## src/rtl/regfile_write_arbiter_pkg.sv

```systemverilog
// Shared widths and the buffered write-entry layout for the register-file write arbiter.
package regfile_write_arbiter_pkg;

  localparam int XLEN       = 64;
  localparam int REG_ADDR_W = 5;
  localparam int NUM_REGS   = 32;
  localparam int ENTRY_W    = REG_ADDR_W + XLEN;

  typedef struct packed {
    logic [REG_ADDR_W-1:0] rd;
    logic [XLEN-1:0]       data;
  } rf_wr_t;

  // x0 is hardwired to zero, so it is never written and never tracked as pending.
  function automatic logic writes_reg(input logic [REG_ADDR_W-1:0] rd);
    return rd != '0;
  endfunction

endpackage

```

## src/rtl/regfile_write_arbiter_wb.sv

```systemverilog
// DEPTH-entry MDU result buffer (rd + data), head visible combinationally.
// Push is ignored when full, pop is ignored when empty; same-cycle push+pop is supported.
module wb_fifo
  import regfile_write_arbiter_pkg::*;
#(
  parameter int DEPTH = 2
) (
  input  logic               clk,
  input  logic               rst_n,
  input  logic               push_i,
  input  logic [ENTRY_W-1:0] push_dat_i,
  input  logic               pop_i,
  output logic [ENTRY_W-1:0] head_o,
  output logic               full_o,
  output logic               empty_o
);

  localparam int PTR_W = $clog2(DEPTH);
  localparam logic [PTR_W:0] FULL_CNT = DEPTH[PTR_W:0];

  logic [ENTRY_W-1:0] mem_q [DEPTH];
  logic [PTR_W-1:0]   wr_ptr_q, wr_ptr_d;
  logic [PTR_W-1:0]   rd_ptr_q, rd_ptr_d;
  logic [PTR_W:0]     count_q, count_d;
  logic               push_ok, pop_ok;

  assign full_o  = (count_q == FULL_CNT);
  assign empty_o = (count_q == '0);
  assign push_ok = push_i && !full_o;
  assign pop_ok  = pop_i && !empty_o;
  assign head_o  = mem_q[rd_ptr_q];

  // DEPTH is a power of two, so pointer overflow is the modulo wrap.
  always_comb begin
    wr_ptr_d = wr_ptr_q;
    rd_ptr_d = rd_ptr_q;
    count_d  = count_q;
    if (push_ok) begin
      wr_ptr_d = wr_ptr_q + 1'b1;
    end
    if (pop_ok) begin
      rd_ptr_d = rd_ptr_q + 1'b1;
    end
    if (push_ok && !pop_ok) begin
      count_d = count_q + 1'b1;
    end else if (!push_ok && pop_ok) begin
      count_d = count_q - 1'b1;
    end
  end

  always_ff @(posedge clk or negedge rst_n) begin
    if (!rst_n) begin
      wr_ptr_q <= '0;
      rd_ptr_q <= '0;
      count_q  <= '0;
    end else begin
      wr_ptr_q <= wr_ptr_d;
      rd_ptr_q <= rd_ptr_d;
      count_q  <= count_d;
    end
  end

  always_ff @(posedge clk) begin
    if (push_ok) begin
      mem_q[wr_ptr_q] <= push_dat_i;
    end
  end

endmodule

```

## src/rtl/regfile_write_arbiter.sv

```systemverilog
// Single register-file write port shared by pipeline writeback (always wins) and buffered MDU results.
// Write port is registered (1 cycle after acceptance); MDU is backpressured via mdu_ready when the buffer is full.
module regfile_write_arbiter
  import regfile_write_arbiter_pkg::*;
#(
  parameter int DEPTH = 2
) (
  input  logic                         clk,
  input  logic                         rst_n,
  input  logic                         wb_valid,
  input  logic [REG_ADDR_W-1:0]        wb_rd,
  input  logic signed [XLEN-1:0]       wb_data,
  input  logic                         mdu_valid,
  input  logic [REG_ADDR_W-1:0]        mdu_rd,
  input  logic signed [XLEN-1:0]       mdu_data,
  output logic                         mdu_ready,
  input  logic                         issue_valid,
  input  logic [REG_ADDR_W-1:0]        issue_rd,
  input  logic [REG_ADDR_W-1:0]        chk_rs1,
  input  logic [REG_ADDR_W-1:0]        chk_rs2,
  input  logic [REG_ADDR_W-1:0]        chk_rd,
  output logic                         stall,
  output logic                         rf_we,
  output logic [REG_ADDR_W-1:0]        rf_rd,
  output logic signed [XLEN-1:0]       rf_wdata
);

  logic                  fifo_push;
  logic                  fifo_pop;
  logic                  fifo_full;
  logic                  fifo_empty;
  rf_wr_t                mdu_entry;
  logic [ENTRY_W-1:0]    head_raw;
  rf_wr_t                head;

  logic                  rf_we_q, rf_we_d;
  logic [REG_ADDR_W-1:0] rf_rd_q, rf_rd_d;
  logic [XLEN-1:0]       rf_wdata_q, rf_wdata_d;
  logic [NUM_REGS-1:0]   pending_q, pending_d;

  assign mdu_entry = '{rd: mdu_rd, data: mdu_data};
  assign head      = rf_wr_t'(head_raw);
  assign mdu_ready = !fifo_full;
  assign fifo_push = mdu_valid && !fifo_full;
  // Results always go through the buffer, even when empty, so the head only drains in wb-idle cycles.
  assign fifo_pop  = !wb_valid && !fifo_empty;

  wb_fifo #(
    .DEPTH (DEPTH)
  ) u_wb_fifo (
    .clk        (clk),
    .rst_n      (rst_n),
    .push_i     (fifo_push),
    .push_dat_i (mdu_entry),
    .pop_i      (fifo_pop),
    .head_o     (head_raw),
    .full_o     (fifo_full),
    .empty_o    (fifo_empty)
  );

  always_comb begin
    rf_we_d    = 1'b0;
    rf_rd_d    = '0;
    rf_wdata_d = '0;
    if (wb_valid) begin
      rf_we_d    = writes_reg(wb_rd);
      rf_rd_d    = wb_rd;
      rf_wdata_d = wb_data;
    end else if (fifo_pop) begin
      rf_we_d    = writes_reg(head.rd);
      rf_rd_d    = head.rd;
      rf_wdata_d = head.data;
    end
  end

  // Clear before set so a new issue to the register being retired stays pending.
  always_comb begin
    pending_d = pending_q;
    if (fifo_pop) begin
      pending_d[head.rd] = 1'b0;
    end
    if (issue_valid) begin
      pending_d[issue_rd] = 1'b1;
    end
    pending_d[0] = 1'b0;
  end

  always_ff @(posedge clk or negedge rst_n) begin
    if (!rst_n) begin
      rf_we_q    <= 1'b0;
      rf_rd_q    <= '0;
      rf_wdata_q <= '0;
      pending_q  <= '0;
    end else begin
      rf_we_q    <= rf_we_d;
      rf_rd_q    <= rf_rd_d;
      rf_wdata_q <= rf_wdata_d;
      pending_q  <= pending_d;
    end
  end

  assign rf_we    = rf_we_q;
  assign rf_rd    = rf_rd_q;
  assign rf_wdata = rf_wdata_q;
  assign stall    = pending_q[chk_rs1] | pending_q[chk_rs2] | pending_q[chk_rd];

endmodule

```

## config.mk

```make
export PLATFORM = sky130hd
export DESIGN_NAME = regfile_write_arbiter
export DESIGN_NICKNAME = d
export VERILOG_FILES = /design/src/rtl/regfile_write_arbiter_pkg.sv /design/src/rtl/regfile_write_arbiter_wb.sv /design/src/rtl/regfile_write_arbiter.sv
export SDC_FILE = /design/constraint.sdc
export NUM_CORES = 1
export LEC_CHECK = 0
export ABC_AREA = 0
export BUFFER_PORTS_ARGS = -buffer_cell sky130_fd_sc_hd__buf_2
export CAP_MARGIN = 20
export CORE_UTILIZATION = 48
export CTS_CLUSTER_SIZE = 16
export DETAILED_ROUTE_END_ITERATION = 16
export PLACE_DENSITY = 0.82
export SYNTH_ARGS = -nofsm -noshare
export SYNTH_HDL_FRONTEND = slang
export SYNTH_SLANG_ARGS = --single-unit
```

## constraint.sdc

```tcl
create_clock -name clk -period 3.75 [get_ports clk]
set_clock_uncertainty 0.15 [all_clocks]
set_input_delay 0.5625 -clock clk [delete_from_list [all_inputs] [get_ports clk]]
set_output_delay 0.5625 -clock clk [all_outputs]
set_load 0.02 [all_outputs]
```

==> results by group <==
Detailed routing
  • Post-DR wirelength/cell: 19.0 microns
  • DR vias/cell: 5.49
  • Initial detailed-routing violation count: 504
  • DRC viols: 0
  • Drt first pass iters: 5
  • DR vias: between 6000 and 7000
  • Final ANT Viol Nets: 0
  • Final WL: 22800 microns

Finish
  • Fillers: 1488
  • Layout cells sized above 1: 32.9%
  • Commonest cells after routing, fill and taps aside: buf_2, edfxtp_1, o21ai_0, dfrtp_1, nand2_1
  • Sequential Area: 6780 sq um
  • Final #Nets: 1076
  • Final cell count without fillers: 1198
  • Synth-to-Final Area Change: 23.9%
  • Most common cell after layout, fill and taps aside: buf_2
  • Footprint of the multi-input gates: roughly 2800 sq um

Pwr
  • Leak: 5.10 nW
  • Power density over the cells: about 750 nW/um^2
  • Worst VDD drop: about 0.48 mV

STA
  • Worst Tran Pin Value: 0.984 ns
  • Fmax: 325 MHz
  • Rel. slew slack: 34.4%
  • Min Tclk post-route: 3.08 ns
  • Setup TNS: 0 ns
  • Worst setup margin: 0.672 ns
  • Setup violations, final: 0
  • RSZ-0062 raised after global routing: false
  • Fin crit share: 82.1%
  • Fin. max-slew vios: 0
  • Final Hold Viols: 0

Synthesis
  • Syn. warnings: 0
  • Distinct cells, synth: 39
  • Syn_nets: between 800 and 900
  • Post-synthesis xor/xnor area fraction: 0.452%
  • Synth area leaders: edfxtp_1, dfrtp_1, mux2i_1
  • Sequential area share after synthesis: 69.8%
  • Mapped Area: 9700 sq um
  • Avg Inst Size Synth: 14.4 sq um
  • Compound-gate portion of the synthesized area: 8.08%
  • Adder-cell share of the synthesized area: 0.129%
  • Synth top area share: 42.7%
  • Synthesis-stage register bit count: 243
  • Post-synthesis simple-gate area fraction: 6.59%
  • Top FF cell, synth: edfxtp_1
  • EDFF count, synth: approximately 140
  • Post-synthesis mux area share: between 10% and 20%
  • Ys async rst share: between 40 and 50%
  • Post-synthesis cell count: 674
  • Area leader, netlist: edfxtp_1
  • Largest family of logic cells by synthesized area: multiplexers

CTS
  • Sink Count: about 240
  • PostCTS Resize Cnt: 0
  • CTS root buf: clkbuf_16
  • CTS tree: built
  • CTS buffer count: 25
  • Htree depth: 1
  • Clk pin slew, worst setup/hold paths: 0.06 ns
  • # hold bufs at CTS: 1
  • Clock Latency Late Sink: approximately 0.5 ns
  • Postcts setup bufs: 0
  • Maximum clock path buffer count: 3

Placed design
  • Worst slack, placed: roughly 0.8 ns
  • Dpl cells: roughly 1100
  • Number of port buffers: 234
  • Dpl hpwl: 15700 microns
  • Gp weighted congestion: approximately 0.95

Floorplanning
  • Chip Width: between 100 and 150 microns
  • Total Die Area: 20800 sq um
  • Die height: ~140 microns
  • Ports: 235
  • Core footprint: 19700 sq um
  • Initial core utilization: around 49%
  • Rows: 51

Setup path
  • CP endpoint kind: output pin
  • Worst Path Max Fanout: 4
  • Reg-to-Reg Start: u_wb_fifo.rd_ptr_q$_DFFE_PN0P_
  • Worst Path Arrival: roughly 2.4 ns
  • Reg2reg path depth: 3
  • Type of origin of the critical path: register
  • Critical path data required time: 3.04 ns
  • CP Launch Point: pending_q[23]$_DFF_PN0_
  • Critical path class: register to output pin

Global route
  • Global-route wire length before repair: 34700 microns
  • Largest net degree at the start of global routing: between 70 and 80
  • Final global-route overflow total: 0
  • Vias in the first global route: 6605
  • Initial antenna violation count: 5
  • GRT Util Overall: 22.2%

Worst hold path
  • Worst hold path class: primary input to register
  • Hold-critical path depth: 1
  • Hold wc startpoint: mdu_data[1]

Flow run
  • MaxCap Viol Count: 0

Outcome
  • Run status: complete, no violations
[path summary, 6_finish.rpt]
path | slack (ns) | endpoint
setup / recovery | 0.67 | stall
hold / removal | 0.08 | u_wb_fifo.mem_q[1][1]$_DFFE_PP_
setup reg to reg | 1.34 | rf_wdata[40]$_DFF_PN0_
hold reg to reg | 0.35 | u_wb_fifo.count_q[1]$_DFFE_PN0P_
max in group asynchronous | 2.16 | rf_wdata[62]$_DFF_PN0_
min in group asynchronous | 0.48 | rf_wdata[52]$_DFF_PN0_
[per-stage QoR]
step                      area [sq um]  utilization (%)  hold WS (ns)  total power, mW
final                            12000             61.1        0.0825             8.95
after global routing             12000             61.1        0.0661             9.36
after CTS                        12000             61.1        0.0613             9.02
after detailed placement         11100             56.6         0.335             6.42
after global placement           11100             56.6         0.329             6.32
after floorplan                   9700                -         0.117             5.54
[worst max-delay path: stages (launching register included)]
cell and delay [ns]:
dfrtp_1 0.42, mux4_2 0.47, mux2i_1 0.17, nor3b_1 0.07, a2111oi_1 0.40, nand4_1 0.14
buf_2 0.18
[flip-flops by register name, indices dropped and copies added, names as in the netlist]
| register | flops |
|---|---|
| pending_q | 31 |
| rf_wdata | 64 |
| u_wb_fifo.wr_ptr_q | 1 |
| u_wb_fifo.mem_q | 138 |
| u_wb_fifo.count_q | 2 |
| u_wb_fifo.rd_ptr_q | 1 |
| rf_rd | 5 |
| rf_we | 1 |
[kinds of logic after synthesis]
kind of cell,count (synthesis)
mux,100
xor+xnor,5
buf+inv,38
simple gates,139
fa+ha+maj,1
compound gates,148
flops,243
[final cells by class]
cell class              instances  share of cell area [%]
flip-flops and latches        243                    56.4
multi-input cells             393                    22.9
repair buffers                244                    10.4
clock buffers                  34                    5.91
well taps                     265                    2.76
clock inverters                12                    1.39
inverters                       5                   0.156
diodes                          2                  0.0417
[routing by layer]
metal / vias up / part of all wire (%) / global-route usage, %
met5: - / 0.057 / 0
met4: 2 / 3.0 / 7.73
met2: 348 / 50 / 38.2
met3: 56 / 9.8 / 6.13
li1: 2991 / - / -
met1: 3182 / 37 / 26.9
[Yosys cell counts, types with 2 or more instances]
cell type	instances
mux4_2	14
nand3b_1	7
xor2_1	2
nor4_1	2
o21ai_0	131
nand3_1	5
inv_1	5
or3b_2	3
mux2i_1	79
xnor2_1	3
mux2_2	2
buf_2	13
nand2b_1	6
nand2_1	85
a211oi_1	2
mux4_1	5
nor2_1	10
a32o_1	2
o211ai_1	2
clkbuf_1	16
nor2b_1	8
nor3b_1	4
a21oi_1	4
nor3_1	6
dfrtp_1	105
edfxtp_1	138
buf_6	3
[power by group]
group | total (mW) | internal, mW | switching, mW
sequential | 4.10 | 3.64 | 0.461
combinational | 2.27 | 0.905 | 1.36
clock | 2.58 | 1.60 | 0.980
No activity file was read; power rests on OpenSTA's default activity.
